<file path="src/rtl/uart_pkg.sv">
// Shared types and defaults for the UART transmit arbiter.
package uart_pkg;

  typedef enum logic [1:0] {
    IDLE  = 2'd0,
    ISSUE = 2'd1,
    WAIT  = 2'd2
  } state_e;

  localparam int TIMEOUT_CYC_DEFAULT = 1024;

endpackage

</file>
<file path="src/rtl/uart_tx_arbiter_rr_arbiter.sv">
// Combinational round-robin pick: first set request at or above ptr, wrapping to 0.
module rr_arbiter #(
  parameter int N     = 4,
  parameter int IDX_W = 2
) (
  input  logic [N-1:0]     req,
  input  logic [IDX_W-1:0] ptr,
  output logic [N-1:0]     gnt,
  output logic [IDX_W-1:0] idx,
  output logic             valid
);

  logic [IDX_W-1:0] cand;

  always_comb begin
    gnt   = '0;
    idx   = '0;
    valid = 1'b0;
    cand  = '0;
    for (int off = 0; off < N; off++) begin
      cand = IDX_W'((int'(ptr) + off) % N);
      if (!valid && req[cand]) begin
        valid     = 1'b1;
        gnt[cand] = 1'b1;
        idx       = cand;
      end
    end
  end

endmodule

</file>
<file path="src/rtl/uart_tx_arbiter.sv">
// Shares one UART transmitter among NUM_REQ requesters with round-robin
// arbitration and a per-frame watchdog.
module uart_tx_arbiter
  import uart_pkg::*;
#(
  parameter int NUM_REQ     = 4,
  parameter int DATA_W      = 8,
  parameter int TIMEOUT_CYC = TIMEOUT_CYC_DEFAULT,
  localparam int IDX_W      = (NUM_REQ > 1) ? $clog2(NUM_REQ) : 1
) (
  input  logic                      clk,
  input  logic                      rst,
  input  logic [NUM_REQ-1:0]        req,
  input  logic [NUM_REQ*DATA_W-1:0] req_data,
  output logic [NUM_REQ-1:0]        grant,
  output logic                      tx_start,
  output logic [DATA_W-1:0]         tx_data,
  input  logic                      tx_done,
  output logic                      busy,
  output logic [IDX_W-1:0]          owner,
  output logic                      timeout
);

  localparam int CNT_W = (TIMEOUT_CYC > 1) ? $clog2(TIMEOUT_CYC) : 1;
  localparam logic [CNT_W-1:0] CNT_TERM = CNT_W'(TIMEOUT_CYC - 1);

  state_e             state_q;
  logic [IDX_W-1:0]   ptr_q;
  logic [IDX_W-1:0]   owner_q;
  logic [CNT_W-1:0]   cnt_q;
  logic [NUM_REQ-1:0] grant_q;
  logic               tx_start_q;
  logic [DATA_W-1:0]  tx_data_q;

  logic [NUM_REQ-1:0] win_gnt;
  logic [IDX_W-1:0]   win_idx;
  logic               win_valid;
  logic [IDX_W-1:0]   ptr_d;

  logic [DATA_W-1:0] slice [NUM_REQ];

  for (genvar gi = 0; gi < NUM_REQ; gi++) begin : g_slice
    assign slice[gi] = req_data[gi*DATA_W +: DATA_W];
  end

  rr_arbiter #(
    .N    (NUM_REQ),
    .IDX_W(IDX_W)
  ) u_rr (
    .req  (req),
    .ptr  (ptr_q),
    .gnt  (win_gnt),
    .idx  (win_idx),
    .valid(win_valid)
  );

  assign ptr_d = (win_idx == IDX_W'(NUM_REQ - 1)) ? '0 : win_idx + 1'b1;

  always_ff @(posedge clk) begin
    if (rst) begin
      state_q    <= IDLE;
      ptr_q      <= '0;
      owner_q    <= '0;
      cnt_q      <= '0;
      grant_q    <= '0;
      tx_start_q <= 1'b0;
      tx_data_q  <= '0;
    end else begin
      grant_q    <= '0;
      tx_start_q <= 1'b0;
      case (state_q)
        IDLE: begin
          if (win_valid) begin
            state_q    <= ISSUE;
            grant_q    <= win_gnt;
            tx_start_q <= 1'b1;
            tx_data_q  <= slice[win_idx];
            owner_q    <= win_idx;
            ptr_q      <= ptr_d;
          end
        end
        ISSUE: begin
          state_q <= WAIT;
          cnt_q   <= '0;
        end
        WAIT: begin
          // tx_done takes priority over an expiring watchdog
          if (tx_done || cnt_q == CNT_TERM) begin
            state_q <= IDLE;
            cnt_q   <= '0;
          end else begin
            cnt_q <= cnt_q + 1'b1;
          end
        end
        default: state_q <= IDLE;
      endcase
    end
  end

  assign grant    = grant_q;
  assign tx_start = tx_start_q;
  assign tx_data  = tx_data_q;
  assign owner    = owner_q;
  assign busy     = (state_q != IDLE);
  // Suppressed in the same cycle by a late tx_done.
  assign timeout  = (state_q == WAIT) && (cnt_q == CNT_TERM) && !tx_done;

endmodule

</file>
<file path="config.mk">
export PLATFORM = sky130hd
export DESIGN_NAME = uart_tx_arbiter
export DESIGN_NICKNAME = d
export VERILOG_FILES = /design/src/rtl/uart_pkg.sv /design/src/rtl/uart_tx_arbiter_rr_arbiter.sv /design/src/rtl/uart_tx_arbiter.sv
export SDC_FILE = /design/constraint.sdc
export NUM_CORES = 1
export LEC_CHECK = 0
export CAP_MARGIN = 20
export CORE_ASPECT_RATIO = 0.8
export CORE_UTILIZATION = 35
export CTS_BUF_LIST = sky130_fd_sc_hd__clkbuf_16
export DETAILED_ROUTE_END_ITERATION = 8
export PLACE_DENSITY_LB_ADDON = 0.25
export SETUP_SLACK_MARGIN = 0.5
export SLEW_MARGIN = 20
export SYNTH_ARGS = -nofsm -noshare
export SYNTH_HDL_FRONTEND = slang
export SYNTH_HIERARCHICAL = 1
export SYNTH_SLANG_ARGS = --single-unit
</file>
<file path="constraint.sdc">
create_clock -name clk -period 3.1 [get_ports clk]
set_input_delay 0.465 -clock clk [delete_from_list [all_inputs] [get_ports clk]]
set_output_delay 0.465 -clock clk [all_outputs]
set_load 0.03 [all_outputs]
</file>
==> results of run 1 <==
layer usage:
metal	vias to the layer above	global-route usage	routed length (um)
met5	-	0	0
met4	0	0.0647	76
met3	7	0.0634	352
met2	62	0.290	1930
met1	755	0.224	1960
li1	836	-	-
layout make-up:
| cell class | instances | area (um2) |
|---|---|---|
| Tap cell | 62 | 77.6 |
| Timing Repair Buffer | 82 | 795 |
| Sequential cell | 29 | 588 |
| Fill cell | 480 | 2130 |
| Multi-Input combinational cell | 142 | 1240 |
| Inverter | 8 | 37.5 |
| Clock inverter | 3 | 11.3 |
| Clock buffer | 5 | 125 |
repair_timing:
item,CTS,global route
pin swaps,6,5
endpoints found under the setup margin,11,10
gates resized for setup,18,16
setup buffers,9,4
cloned,1,0
hold buffers,0,0
metrics by stage:
stage / utilization / instance area [um2] / setup WS [ns] / TNS, ns / std cells
floorplan: - / 1830 / 0.472 / 0 / 187
global placement: 0.502 / 2520 / -0.362 / -3.24 / 309
detailed placement: 0.502 / 2520 / -0.426 / -3.94 / 309
CTS: 0.557 / 2790 / 0.532 / 0 / 327
global route: 0.575 / 2880 / 0.498 / 0 / 331
finish: 0.575 / 2880 / 0.568 / 0 / 331
worst max-delay path, delay by kind of cell:
family                 cells  cell delay, ns
buffers and inverters      3            0.54
AO/OA/AOI/OAI              2            0.36
AND/OR/NAND/NOR            3            0.49
multiplexers               2            0.81
where the power goes:
group | switching, mW | internal (mW)
Sequential | 0.0690 | 0.483
Combinational | 0.818 | 0.818
Clock | 0.150 | 0.286
Total | 1.04 | 1.59
sequential cells by signal, summed over array words and instances (netlist names):
signal,count
tx_start,1
tx_data,8
grant,4
cnt_q,10
state_q,2
owner,2
ptr_q,2
worst max-delay path by stage:
stage / from / end / slack [ns] / cells after the start
after floorplan: ptr_q[0] / tx_data[0] / 0.47 / 12
after global placement: req[2] / tx_data[5] / -0.36 / 8
after detailed placement: req[2] / tx_data[5] / -0.43 / 8
after CTS: ptr_q[1] / ptr_q[1] / 0.53 / 10
after global routing: ptr_q[1] / tx_data[5] / 0.50 / 10
final: req[0] / tx_data[4] / 0.57 / 10
cells in the mapped netlist (2+ instances only):
| master | count | area [um2] |
|---|---|---|
| a22oi_1 | 8 | 60.1 |
| nand2b_1 | 7 | 43.8 |
| buf_2 | 3 | 15.0 |
| nor3_1 | 3 | 15.0 |
| and2_1 | 4 | 25.0 |
| mux4_2 | 10 | 225 |
| dfxtp_1 | 29 | 581 |
| and4_1 | 2 | 17.5 |
| inv_1 | 8 | 30.0 |
| a21oi_1 | 12 | 60.1 |
| xor2_1 | 5 | 43.8 |
| mux4_1 | 2 | 52.6 |
| nor2_1 | 17 | 63.8 |
| xnor2_1 | 4 | 35.0 |
| nand4_1 | 2 | 12.5 |
| nand3_1 | 3 | 15.0 |
| o21ai_0 | 5 | 25.0 |
| clkbuf_1 | 3 | 11.3 |
| nand2_1 | 26 | 97.6 |
| ha_1 | 11 | 138 |
| buf_6 | 2 | 22.5 |
| mux2i_1 | 5 | 50.1 |
cells by family (layout without fill, tap and decap cells):
group | after synthesis | after routing | synth area share
AOI/OAI and AO/OA | 32 | 33 | 0.129
xor gates and xnor gates | 9 | 9 | 0.0434
adders and majority gates | 11 | 11 | 0.0758
buffers and inverters | 17 | 98 | 0.0475
DFF | 29 | 29 | 0.320
muxes | 18 | 18 | 0.187
and+or+nand+nor | 71 | 71 | 0.198
==> results_dict.tcl, run 1 <==
set metrics [dict create \
    status "complete, no violations" \
    mostFrequentLayoutCells "clkdlybuf4s50_1 (51), dfxtp_1 (27), nand2_1 (25)" \
    dieArea_um2 5480 \
    rows 23 \
    n_antenna_cell 0 \
    first_global_vias 1641 \
    cts_tree "done" \
    root_buffer "clkbuf_16" \
    synthCells 187 \
    crit_path_start_kind "primary input" \
    synth-edff-count 0 \
    timing.rr.end "tx_data[4]" \
    ir_worst_vdd_mv 0.441 \
    synth-seq-cells 29 \
    ant_nets 0 \
    io_pins 56 \
    finClkSkew_ns 0.00191 \
    cts_buffer_depth 2 \
    rrSetupSlack_ns 0.59 \
    first_iter_violations 38 \
    dr_total_vias 1660 \
    min_from "tx_data[0]" \
    nNetsFinal 318 \
    ys.flop_type "dfxtp_1" \
    endpoint_kind "register" \
    syn_avg_cell_area_um2 9.72 \
    critPathMaxFanout 5 \
    cap_violations 0 \
    power_density_nw_per_um2 911 \
    die_x_um 82.6 \
    cts-buffers-inserted 5 \
    period_share 0.817 \
    syn_to_final_growth_pct 58.5 \
    setup_viol 0 \
    leakage_nw 1.13 \
    drv_slew 0 \
    wl_um 4320 \
    drive_above_1_share 0.253 \
    antenna_found_initial 0 \
    grt_max_degree 19 \
    drc_errors 0 \
    grt_pass1_wl_um 7360 \
    clk_latency_ns 0.27 \
    clk_pin_slew_ns 0.05 \
    rsz0062_at_grt "false" \
    whs_path_depth 2 \
    core_area_um2 5010 \
    overflow 0 \
    total_power_mw 2.62 \
    min_to "tx_data[0]" \
    tightest_slew_ns 0.725 \
    initial_core_util 0.363 \
    syn-num-nets 237 \
    ys_warn_count 6 \
    grt_usage 0.181 \
    hp-class "register to register" \
    yosysSeqAreaShare 0.320 \
    syn_area_um2 1820 \
    fmaxAchievable_ghz 0.395 \
    place.gp.congestion 0.770 \
    htreeDepth 2 \
    arrival_ns 2.66 \
    max_stage_delay_ns 0.49 \
    reg2reg_from "ptr_q[1]" \
    firstDrtPassIters 4 \
    via_per_inst 5.02 \
    slowest_stage "mux4_2" \
    wl_per_cell_um 13.0 \
    die_h_um 66.4 \
    portBuffers 55 \
    place_hpwl_um 3080 \
    cts_sinks 29 \
    cp_common_cell "mux4_2" \
    relSlewSlack 0.515 \
    ff2ff_path_depth 10 \
    min_period_ns 2.53 \
    hold_slack_ns 0.453 \
    async_flop_share 0 \
    path_cells "dlygate4sd2_1, buf_6, mux4_2, buf_12, nor4b_4, nor2_2, a32o_2, mux4_2, nand2_2, a21oi_2" \
    cp.required_ns 3.23 \
    final_common_cell "clkdlybuf4s50_1" \
    synth_cell_types 38 \
    hold_violations 0 \
    critPathKind "primary input to register" \
]
Note: power is estimated with default switching activity, not from simulation.
==> run 2: changes to the inputs <==
clock period = 2.32 ns   (was 3.1 ns; I/O delays follow)
==> run 2 against run 1 <==
The flow now finishes with violations (setup timing). Sequential power up 33%. Largest cell class unchanged. Largest power group unchanged. Routed wire length up 8.2%. Highest routed layer unchanged. Clock skew up 0.0023 ns. Critical endpoint is now tx_data[5].
==> results_dict.tcl, run 2 (same netlist as run 1, synthesis figures left out) <==
set metrics [dict create \
    worst_slack_ns -0.182 \
    arrival_ns 2.66 \
    total_power_mw 3.95 \
    wl_per_cell_um 13.3 \
    largest_reg_flops 10 \
    die_h_um 66.4 \
    internal-power_mw 2.46 \
    grt_max_degree 12 \
    htreeDepth 2 \
    n_antenna_cell 0 \
    grt_pass1_wl_um 7980 \
    critPathMaxFanout 6 \
    status "finished with violations" \
    clk_latency_ns 0.27 \
    mostFrequentLayoutCells "clkdlybuf4s50_1 (49), buf_4 (33), dfxtp_1 (26)" \
    fill_cells 430 \
    post-route-cell-area_um2 3110 \
    tns_ns -1.85 \
    tightest_slew_ns 0.432 \
    syn_to_final_growth_pct 71.0 \
    portBuffers 55 \
    firstDrtPassIters 4 \
    io_pins 56 \
    finClkSkew_ns 0.00417 \
    critPathKind "register to register" \
    antenna_found_initial 0 \
    hp-class "register to register" \
    hold_slack_ns 0.449 \
    crit_path_start_kind "register" \
    path_cells "inv_4, ha_4, mux4_2, and2b_2, o21ai_2, o31ai_4, buf_6, buf_12, mux4_2, nand2_2, a21oi_2" \
    hold_violations 0 \
    place_hpwl_um 3170 \
    first_global_vias 1785 \
    first_iter_violations 32 \
    combPwrFrac 0.668 \
    cp_common_cell "mux4_2" \
    wl_um 4670 \
    relSlewSlack 0.704 \
    critical_path.top_delay_family "multiplexers" \
    cap_violations 0 \
    period_share 1.08 \
    drive_above_1_share 0.343 \
    initial_core_util 0.363 \
    core_area_um2 5010 \
    dr_total_vias 1728 \
    grt_usage 0.193 \
    overflow 0 \
    place_area_um2 2610 \
    leakage_nw 1.25 \
    setup_viol 18 \
    via_per_inst 4.92 \
    max_stage_delay_ns 0.52 \
    cts_tree "done" \
    ir_worst_vdd_mv 0.653 \
    regMostFlops "cnt_q" \
    clockPowerShare 0.146 \
    place.gp.congestion 0.769 \
    cts_buffer_depth 2 \
    cts_sinks 29 \
    seq_power_share 0.186 \
    nNetsFinal 338 \
    clk_pin_slew_ns 0.05 \
    endpoint_kind "register" \
    min_period_ns 2.50 \
    cp_num_buf_inv 3 \
    drc_errors 0 \
    cts-buffers-inserted 5 \
    die_x_um 82.6 \
    ant_nets 0 \
    swShare 0.378 \
    rsz0062_at_grt "true" \
    slowest_stage "mux4_2" \
    p_sw_mw 1.49 \
    root_buffer "clkbuf_16" \
    final_common_cell "clkdlybuf4s50_1" \
    fmaxAchievable_ghz 0.400 \
    rows 23 \
    drv_slew 0 \
    cp.required_ns 2.48 \
    power_density_nw_per_um2 1270 \
    violations "setup timing" \
    dieArea_um2 5480 \
]
## run 2: what timing repair did
item	in CTS	in global routing
buffers inserted	18	5
resized for setup	49	8
hold buffers	0	0
pin swaps	13	9
gates cloned	2	0
endpoints found under the setup margin	21	21
## run 2: stage by stage
stage,instances,worst slack (ns),utilization
global placement,318,-0.543,0.521
finish,351,-0.182,0.620
CTS,346,-0.147,0.608
detailed placement,318,-0.608,0.521
floorplan,187,-0.304,-
global route,351,-0.260,0.620
## run 2: final cells by class
cell class                 instances  area [um2]  share of cell area
clock buffer                       5         125              0.0403
clock inverter                     3        11.3             0.00362
inverter                           8        32.5              0.0105
multi-input combinational        142        1280               0.413
sequential                        29         589               0.190
tap                               62        77.6              0.0250
timing repair buffer             102         987               0.318
## run 2: path summary, 6_finish.rpt
path	startpoint	to	slack, ns	cells after the start
hold / removal	tx_data[7]	tx_data[7]	0.45	2
setup reg to reg	ptr_q[0]	tx_data[5]	-0.18	11
setup / recovery	ptr_q[0]	tx_data[5]	-0.18	11
hold reg to reg	tx_data[7]	tx_data[7]	0.45	2
## run 2: power by group through the flow
stage | sequential [mW] | clock [mW] | combinational, mW
finish | 0.735 | 0.576 | 2.64
global route | 0.756 | 0.612 | 2.83
CTS | 0.736 | 0.590 | 2.52
detailed placement | 0.748 | 0 | 1.99
global placement | 0.746 | 0 | 1.98
floorplan | 0.934 | 0 | 1.10
## run 2: routing by layer
layer	wire length [um]	share of wire	track usage
met2	2170	0.46	0.304
met5	0	0	0
met1	2110	0.45	0.245
met3	354	0.076	0.0676
met4	42	0.0090	0.0647
## run 2: worst min-delay path, delay by kind of cell (launching register included)
family	cells	cell delay, ns
flip-flops	1	0.30
AND/OR/NAND/NOR	1	0.05
AO/OA/AOI/OAI	1	0.05
